### config.mk
export PLATFORM = sky130hd
export DESIGN_NAME = ov7670_config_seq
export DESIGN_NICKNAME = d
export VERILOG_FILES = /design/src/rtl/ov7670_config_seq.sv
export SDC_FILE = /design/constraint.sdc
export NUM_CORES = 1
export LEC_CHECK = 0
export ABC_AREA = 1
export CORE_ASPECT_RATIO = 0.8
export CORE_MARGIN = 2
export CORE_UTILIZATION = 45
export CTS_BUF_LIST = sky130_fd_sc_hd__clkbuf_4 sky130_fd_sc_hd__clkbuf_8
export CTS_CLUSTER_SIZE = 10
export DETAILED_ROUTE_END_ITERATION = 6
export PLACE_DENSITY_LB_ADDON = 0.12
export RECOVER_POWER = 50
export SLEW_MARGIN = 10
export SYNTH_ARGS = -nofsm -noshare
export SYNTH_HDL_FRONTEND = slang
export SYNTH_SLANG_ARGS = --single-unit
### constraint.sdc
create_clock -name clk -period 1.8 [get_ports clk]
set_input_delay 0.27 -clock clk [delete_from_list [all_inputs] [get_ports clk]]
set_output_delay 0.27 -clock clk [all_outputs]
set_load 0.05 [all_outputs]
### src/rtl/ov7670_config_seq.sv
// ----------------------------------------------------------------------------
// ov7670_config_seq
//
// Walks a registered configuration ROM from address 0 and issues one SCCB
// register write per entry. Two reserved words change the flow:
//   16'hFFFF  end of table  -> stop and raise done (no write issued)
//   16'hFFF0  delay marker  -> pause for DELAY_MS milliseconds, then continue
// Any other word is {reg_addr, reg_value} and becomes one SCCB write.
// The table is at most 256 entries long. After address 8'hFF the sequence
// ends even if no end marker was found, so address 0 is never replayed.
//
// Ports
//   clk         system clock, rising edge
//   rst_n       asynchronous active-low reset
//   start       one-cycle request to run the sequence (honoured in IDLE/DONE)
//   rom_addr    ROM address (8 bits)
//   rom_data    ROM word, valid one cycle after rom_addr changes
//   sccb_ready  SCCB master idle and able to accept a write
//   sccb_start  one-cycle pulse launching a write of sccb_reg/sccb_val
//   sccb_reg    register address of the current write
//   sccb_val    register value of the current write
//   done        sequence finished; held until the next accepted start
// ----------------------------------------------------------------------------
module ov7670_config_seq #(
  parameter int CLK_FREQ_HZ = 25_000_000,
  parameter int DELAY_MS    = 10
) (
  input  logic        clk,
  input  logic        rst_n,
  input  logic        start,
  output logic [7:0]  rom_addr,
  input  logic [15:0] rom_data,
  input  logic        sccb_ready,
  output logic        sccb_start,
  output logic [7:0]  sccb_reg,
  output logic [7:0]  sccb_val,
  output logic        done
);

  localparam int DELAY_CYCLES = (CLK_FREQ_HZ / 1000) * DELAY_MS;
  localparam int CNT_RAW      = $clog2(DELAY_CYCLES + 1);
  localparam int CNT_W        = (CNT_RAW < 1) ? 1 : CNT_RAW;
  // Counter runs DELAY_CYCLES-1 .. 0 inclusive, i.e. DELAY_CYCLES cycles.
  localparam logic [CNT_W-1:0] DELAY_LOAD =
    (DELAY_CYCLES > 0) ? CNT_W'(DELAY_CYCLES - 1) : '0;

  localparam logic [15:0] END_MARK   = 16'hFFFF;
  localparam logic [15:0] DELAY_MARK = 16'hFFF0;

  typedef enum logic [2:0] {
    S_IDLE,
    S_FETCH,
    S_DECODE,
    S_SEND,
    S_SETTLE,
    S_WAIT,
    S_DELAY,
    S_DONE
  } state_t;

  state_t           state_q,      state_d;
  logic [7:0]       rom_addr_q,   rom_addr_d;
  logic             sccb_start_q, sccb_start_d;
  logic [7:0]       sccb_reg_q,   sccb_reg_d;
  logic [7:0]       sccb_val_q,   sccb_val_d;
  logic             done_q,       done_d;
  logic [CNT_W-1:0] cnt_q,        cnt_d;

  logic last_entry;
  logic delay_expired;

  // The table ends at 8'hFF; there is nothing to advance to past it.
  assign last_entry    = (rom_addr_q == 8'hFF);
  assign delay_expired = (cnt_q == '0);

  // --------------------------------------------------------------------------
  // State and datapath registers
  // --------------------------------------------------------------------------
  always_ff @(posedge clk or negedge rst_n) begin
    if (!rst_n) begin
      state_q      <= S_IDLE;
      rom_addr_q   <= 8'h00;
      sccb_start_q <= 1'b0;
      sccb_reg_q   <= 8'h00;
      sccb_val_q   <= 8'h00;
      done_q       <= 1'b0;
      cnt_q        <= '0;
    end else begin
      state_q      <= state_d;
      rom_addr_q   <= rom_addr_d;
      sccb_start_q <= sccb_start_d;
      sccb_reg_q   <= sccb_reg_d;
      sccb_val_q   <= sccb_val_d;
      done_q       <= done_d;
      cnt_q        <= cnt_d;
    end
  end

  // --------------------------------------------------------------------------
  // Next-state logic
  // --------------------------------------------------------------------------
  always_comb begin
    state_d = state_q;
    case (state_q)
      S_IDLE, S_DONE: begin
        if (start) state_d = S_FETCH;
      end
      // One cycle for the registered ROM to present the new word.
      S_FETCH: state_d = S_DECODE;
      S_DECODE: begin
        // End marker is tested first so it wins over the delay marker.
        if (rom_data == END_MARK)        state_d = S_DONE;
        else if (rom_data == DELAY_MARK) state_d = S_DELAY;
        else                             state_d = S_SEND;
      end
      S_SEND: begin
        if (sccb_ready) state_d = S_SETTLE;
      end
      // Ready is ignored here: the master needs a cycle to see the pulse
      // and drop ready, otherwise WAIT would see a stale ready.
      S_SETTLE: state_d = S_WAIT;
      S_WAIT: begin
        if (sccb_ready) state_d = last_entry ? S_DONE : S_FETCH;
      end
      S_DELAY: begin
        if (delay_expired) state_d = last_entry ? S_DONE : S_FETCH;
      end
      default: state_d = S_IDLE;
    endcase
  end

  // --------------------------------------------------------------------------
  // Output / datapath logic
  // --------------------------------------------------------------------------
  always_comb begin
    rom_addr_d   = rom_addr_q;
    sccb_start_d = 1'b0;
    sccb_reg_d   = sccb_reg_q;
    sccb_val_d   = sccb_val_q;
    done_d       = done_q;
    cnt_d        = cnt_q;
    case (state_q)
      S_IDLE, S_DONE: begin
        if (start) begin
          done_d     = 1'b0;
          rom_addr_d = 8'h00;
        end
      end
      S_DECODE: begin
        if (rom_data == END_MARK) begin
          done_d = 1'b1;
        end else if (rom_data == DELAY_MARK) begin
          cnt_d = DELAY_LOAD;
        end else begin
          // Held until the next plain entry is decoded.
          sccb_reg_d = rom_data[15:8];
          sccb_val_d = rom_data[7:0];
        end
      end
      S_SEND: begin
        if (sccb_ready) sccb_start_d = 1'b1;
      end
      S_WAIT: begin
        if (sccb_ready) begin
          if (last_entry) done_d     = 1'b1;
          else            rom_addr_d = rom_addr_q + 8'd1;
        end
      end
      S_DELAY: begin
        if (delay_expired) begin
          if (last_entry) done_d     = 1'b1;
          else            rom_addr_d = rom_addr_q + 8'd1;
        end else begin
          cnt_d = cnt_q - 1'b1;
        end
      end
      default: ;
    endcase
  end

  assign rom_addr   = rom_addr_q;
  assign sccb_start = sccb_start_q;
  assign sccb_reg   = sccb_reg_q;
  assign sccb_val   = sccb_val_q;
  assign done       = done_q;

endmodule

==> results.yml, run 1 <==
run_status:
  status: "completed"
die:
  placementRows: 25
  die_area_sq_um: 6930
  io_pins: 46
  core_sq_um: 5970
  fp.dieW_um: 92.6
  die_h_um: 74.9
  initial_utilization_pct: 47.3
final_layout:
  drive_gt1_share_pct: 17.2
  regMostFlops: "cnt_q"
  largest_register_ffs: 18
  fin_nets: 457
  final_common_cell: "nand2_1"
  final_cells: 517
  area_growth_syn_to_layout_pct: 24.1
  diodes: 0
  final_cell_mix: "nand2_1, inv_1, dfrtp_1"
job:
  maxCapViolations: 0
synthesis:
  synth_area_sq_um: 2820
  async_reset_ff_share_pct: 100
  synth.distinct_cells: 36
  synth_seq_cells: 47
  syn_avg_cell_area_sq_um: 7.57
  synth_edf_count: 0
  yosysSeqAreaShare_pct: 41.6
  syn_nets: 395
  yosys_warnings: 0
  synthFlopType: "dfrtp_1"
  netlist_instances: 373
routing:
  ant_nets: 0
  via_per_inst: 4.81
  drc: 0
  drt-total-wl_mm: 5.99
  vias: 2489
  drt-initial-drc-count: 103
  detail_route.first_pass.iterations: 4
  wire_per_inst_um: 11.6
critical_path:
  path_cells: "clkdlybuf4s50_1"
  cp-end-kind: "output port"
  cp.depth: 1
  timing.critical_path.buf_inv: 1
  required_ns: 1.53
  critical_path_class: "reg -> out"
  critical_path_arrival_ns: 1.48
  critPathTopFamily: "buffers and inverters"
  startpoint_type: "register"
  critPathSlowestCell: "clkdlybuf4s50_1"
  critical-path-max-stage-delay_ns: 0.81
  reg2reg_depth: 9
  crit_path_max_fanout: 2
sta:
  fin_crit_sh_pct: 97.3
  maxSlewHeadroom_pct: 29.6
  fin_setup_tns_ns: 0
  fin_crit_ns: 1.75
  timing.fmax_mhz: 571
  setup_viol: 0
  slew_violations: 0
  tightest_slew_ns: 1.06
  clock-skew-final_ns: 0.00679
  hold_violations: 0
global_routing:
  grt_usage_pct: 19.2
  globalRouteOverflowTotal: 0
  grt_pass1_wl_mm: 10.7
  grt_pass1_vias: 2338
  grt_max_degree: 48
  grt_antenna_before_repair: 0
clock_tree:
  cts.path.max_buffers: 2
  clkTransAtPathRegs_ns: 0.09
  htree_levels: 2
  cts_tree: "yes"
  root_buffer: "clkbuf_8"
  cts_buffers: 5
  clock-sinks: 47
  clkLatencyLatePin_ns: 0.30
place:
  hpwl_mm: 4.41
  dp_cells: 507
  place_congestion: 0.819
  numPortBuffers: 45
power_and_ir_drop:
  clkPwrFrac_pct: 11.3
  vdd_drop_max_mv: 0.916
  combPwrFrac_pct: 56.5
  p_int_uw: 2840
  swShare_pct: 49.9
  seq_power_share_pct: 32.2
  leakagePower_uw: 0.00167
  switching_power_uw: 2840
  p_per_area_nw_per_um2: 1620
worst_hold_path:
  holdPathStages: 2
  min_path_type: "reg -> reg"
logic make-up (layout without fill, tap and decap cells):
group | count (synthesis) | in the layout | share of synthesized area [%]
fa+ha+maj | 2 | 2 | 0.886
compound gates | 42 | 42 | 8.68
flops | 47 | 47 | 41.6
buf+inv | 60 | 123 | 9.53
xor+xnor | 7 | 7 | 2.17
simple gates | 215 | 215 | 37.1
metrics by stage:
step	setup slack (ns)	hold slack, ns	total power (uW)	area, sq um	util [%]
2_1_floorplan	0.0375	-0.0256	4110	2830	-
3_3_place_gp	0.0562	0.278	4960	3420	57.2
3_5_place_dp	0.0300	0.280	5020	3420	57.2
4_1_cts	0.0353	0.487	5690	3520	58.9
5_1_grt	-0.0123	0.525	6170	3510	58.7
6_report	0.0482	0.489	5680	3510	58.7
synth_stat cells, types with 2 or more instances:
library cell / instances / share of area (%)
o21ai_0: 25 / 4.4
nor3b_1: 2 / 0.53
nand3_2: 2 / 0.71
a21oi_1: 2 / 0.35
ha_1: 2 / 0.89
o21ai_2: 5 / 1.6
or2_2: 2 / 0.44
nand3_1: 29 / 5.1
nand2_4: 2 / 0.80
buf_2: 3 / 0.53
nand2_2: 11 / 2.4
nand2_1: 100 / 13
nand4_1: 16 / 3.5
xor2_1: 4 / 1.2
inv_1: 47 / 6.2
xnor2_1: 3 / 0.93
inv_2: 4 / 0.53
dfrtp_1: 47 / 42
nor2_8: 2 / 1.4
nor2_1: 38 / 5.1
buf_6: 2 / 0.80
o21ai_1: 7 / 1.2
nor2_4: 2 / 0.80
nor2_2: 4 / 0.89
cell type report:
class | instances | area (sq um)
inverters | 52 | 200
multi-input cells | 266 | 1410
flip-flops and latches | 47 | 1180
fillers | 554 | 2470
clock inverters | 3 | 20.0
repair buffers | 63 | 526
well taps | 81 | 101
clock buffers | 5 | 68.8
per-layer routing:
metal | up-vias | track usage [%] | share of wire (%)
li1 | 1315 | - | -
met1 | 1132 | 26.1 | 49
met2 | 37 | 31.6 | 47
met4 | 0 | 5.80 | 0.88
met5 | - | 0 | 0
met3 | 5 | 3.60 | 3.3
power groups by stage:
stage / clock (uW) / sequential, uW / combinational, uW
6_report: 639 / 1830 / 3210
5_1_grt: 704 / 1900 / 3570
4_1_cts: 673 / 1830 / 3180
3_5_place_dp: 0 / 1850 / 3170
3_3_place_gp: 0 / 1830 / 3130
2_1_floorplan: 0 / 2430 / 1670
worst paths after layout:
kind	start	endpoint	slack, ns
setup / recovery	sccb_val[1]$_DFFE_PN0P_	sccb_val[1]	0.05
hold / removal	sccb_reg[0]$_DFFE_PN0P_	sccb_reg[0]$_DFFE_PN0P_	0.49
setup reg to reg	rom_addr[0]$_DFFE_PN0P_	rom_addr[6]$_DFFE_PN0P_	0.19
hold reg to reg	sccb_reg[0]$_DFFE_PN0P_	sccb_reg[0]$_DFFE_PN0P_	0.49
max in group asynchronous	rst_n	rom_addr[1]$_DFFE_PN0P_	0.30
min in group asynchronous	rst_n	sccb_reg[2]$_DFFE_PN0P_	0.78
repair_timing:
item | in CTS | in global routing
hold buffers | 1 | 0
endpoints found under the setup margin | 0 | 25
hold endpoints to repair | 47 | 0
gates resized for setup | 0 | 9
buffers inserted | 0 | 1
Note: power is estimated with default switching activity, not from simulation.
==> inputs of run 2 (changes only) <==
--- a/config.mk
+++ b/config.mk
@@ -9,7 +9,6 @@
 export CORE_ASPECT_RATIO = 0.8
 export CORE_MARGIN = 2
 export CORE_UTILIZATION = 45
-export CTS_BUF_LIST = sky130_fd_sc_hd__clkbuf_4 sky130_fd_sc_hd__clkbuf_8
 export CTS_CLUSTER_SIZE = 10
 export DETAILED_ROUTE_END_ITERATION = 6
 export PLACE_DENSITY_LB_ADDON = 0.12
==> results of run 2 <==
The final DEF is identical to that of run 1; final timing and power are the same.
==> inputs of run 3 (changes only) <==
--- a/config.mk
+++ b/config.mk
@@ -6,13 +6,15 @@
 export NUM_CORES = 1
 export LEC_CHECK = 0
 export ABC_AREA = 1
+export CAP_MARGIN = 20
 export CORE_ASPECT_RATIO = 0.8
 export CORE_MARGIN = 2
-export CORE_UTILIZATION = 45
+export CORE_UTILIZATION = 54
 export CTS_CLUSTER_SIZE = 10
 export DETAILED_ROUTE_END_ITERATION = 6
 export PLACE_DENSITY_LB_ADDON = 0.12
 export RECOVER_POWER = 50
+export REMOVE_ABC_BUFFERS = 1
 export SLEW_MARGIN = 10
 export SYNTH_ARGS = -nofsm -noshare
 export SYNTH_HDL_FRONTEND = slang
==> results.yml, run 3 (synthesis results as in run 1) <==
critical_path:
  startpoint_type: "register"
  cp-end-kind: "output port"
  critical_path_class: "reg -> out"
  critical-path-max-stage-delay_ns: 0.82
  required_ns: 1.53
  worstReg2RegStart: "cnt_q[0]$_DFFE_PN0P_"
  path_cells: "clkdlybuf4s50_1"
  critPathSlowestCell: "clkdlybuf4s50_1"
  timing.critical_path.buf_inv: 1
  crit_path_max_fanout: 2
  critical_path_arrival_ns: 1.48
  r2r_slack_ns: 0.13
  r2r_end: "cnt_q[16]$_DFFE_PN0P_"
  critPathTopFamily: "buffers and inverters"
  reg2reg_depth: 10
routing:
  drt-total-wl_mm: 5.98
  drc: 0
  ant_nets: 0
  via_per_inst: 5.03
  vias: 2501
  detail_route.first_pass.iterations: 4
  drt-initial-drc-count: 123
  wire_per_inst_um: 12.0
final_layout:
  fin_nets: 456
  largest_register_ffs: 18
  final_util_pct: 69.8
  regMostFlops: "cnt_q"
  area_growth_syn_to_layout_pct: 24.4
  final_common_cell: "nand2_1"
  final-seq-area_sq_um: 1180
  multiInputGateArea_sq_um: 1400
  postLayoutCellArea_sq_um: 3510
  final_cell_mix: "nand2_1, inv_1, dfrtp_1"
  diodes: 0
  drive_gt1_share_pct: 15.2
  fillers: 413
clock_tree:
  root_buffer: "clkbuf_8"
  clock-sinks: 47
  htree_levels: 2
  clkTransAtPathRegs_ns: 0.09
  cts.path.max_buffers: 2
  cts_buffers: 5
  cts_tree: "yes"
  clkLatencyLatePin_ns: 0.31
sta:
  holdWs_ns: 0.269
  hold_violations: 0
  slew_violations: 0
  maxSlewHeadroom_pct: 22.3
  fin_crit_sh_pct: 97.1
  fin_crit_ns: 1.75
  setup_viol: 0
  tightest_slew_ns: 1.17
  fin_setup_tns_ns: 0
  clock-skew-final_ns: 0.00351
  timing.fmax_mhz: 572
power_and_ir_drop:
  p_per_area_nw_per_um2: 1680
  leakagePower_uw: 0.00169
  finalPower_uw: 5910
  vdd_drop_max_mv: 1.29
die:
  io_pins: 46
  placementRows: 23
  die_h_um: 68.7
  initial_utilization_pct: 56.1
  core_sq_um: 5040
  fp.dieW_um: 84.9
  die_area_sq_um: 5830
global_routing:
  globalRouteOverflowTotal: 0
  grt_pass1_wl_mm: 10.6
  grt_pass1_vias: 2451
  grt_usage_pct: 22.9
  grt_max_degree: 48
  grt_antenna_before_repair: 0
run_status:
  status: "completed"
worst_hold_path:
  min_path_type: "in -> async"
place:
  place_congestion: 0.858
  place_area_sq_um: 3400
  numPortBuffers: 45
  hpwl_mm: 4.39
job:
  maxCapViolations: 0
## run 3: cell count changes in the layout (fill, tap and decap cells not counted), sizes merged
cell           change
clkbuf             +2
dlygate4sd3        -1
bufinv             +1
buf                -4
clkinvlp           -2
clkdlybuf4s50      +3
## run 3: metrics by stage
step	instances	setup WS (ns)
2_1_floorplan	365	-0.139
5_1_grt	497	-0.0191
6_report	497	0.0516
3_5_place_dp	488	-0.00490
3_3_place_gp	488	0.0791
4_1_cts	496	0.0353
## run 3: final cells by class
type,count,share of cell area (%)
Inverter,52,5.77
Clock inverter,2,0.997
Sequential cell,47,33.5
Clock buffer,6,2.35
Tap cell,62,2.21
Multi-Input combinational cell,266,40.0
Timing Repair Buffer,62,15.2
## run 3: metal layers
metal,track usage (%),up-vias,share of wire [%]
li1,-,1309,-
met1,29.6,1148,47
met2,40.1,39,49
met3,5.36,5,3.3
met4,4.56,0,0.58
met5,0,-,0
## run 3: worst max-delay path by stage
stage,endpoint,cells past startpoint,from
2_1_floorplan,rom_addr[5]$_DFFE_PN0P_,9,rom_addr[0]$_DFFE_PN0P_
3_3_place_gp,sccb_val[1]$_DFFE_PN0P_,8,rom_data[14]
3_5_place_dp,cnt_q[10]$_DFFE_PN0P_,8,rom_data[14]
4_1_cts,sccb_val[0],1,sccb_val[0]$_DFFE_PN0P_
5_1_grt,cnt_q[14]$_DFFE_PN0P_,10,cnt_q[0]$_DFFE_PN0P_
6_report,sccb_val[6],1,sccb_val[6]$_DFFE_PN0P_
## run 3: repair_timing
item,4_1_cts,5_1_grt
hold buffers,0,0
setup endpoints to repair,0,23
gates resized for setup,0,6
setup buffers,0,1
## run 3: report_power, final
group / switching (uW) / internal [uW]
Sequential: 356 / 1460
Combinational: 2120 / 1160
Clock: 364 / 450
Total: 2840 / 3070
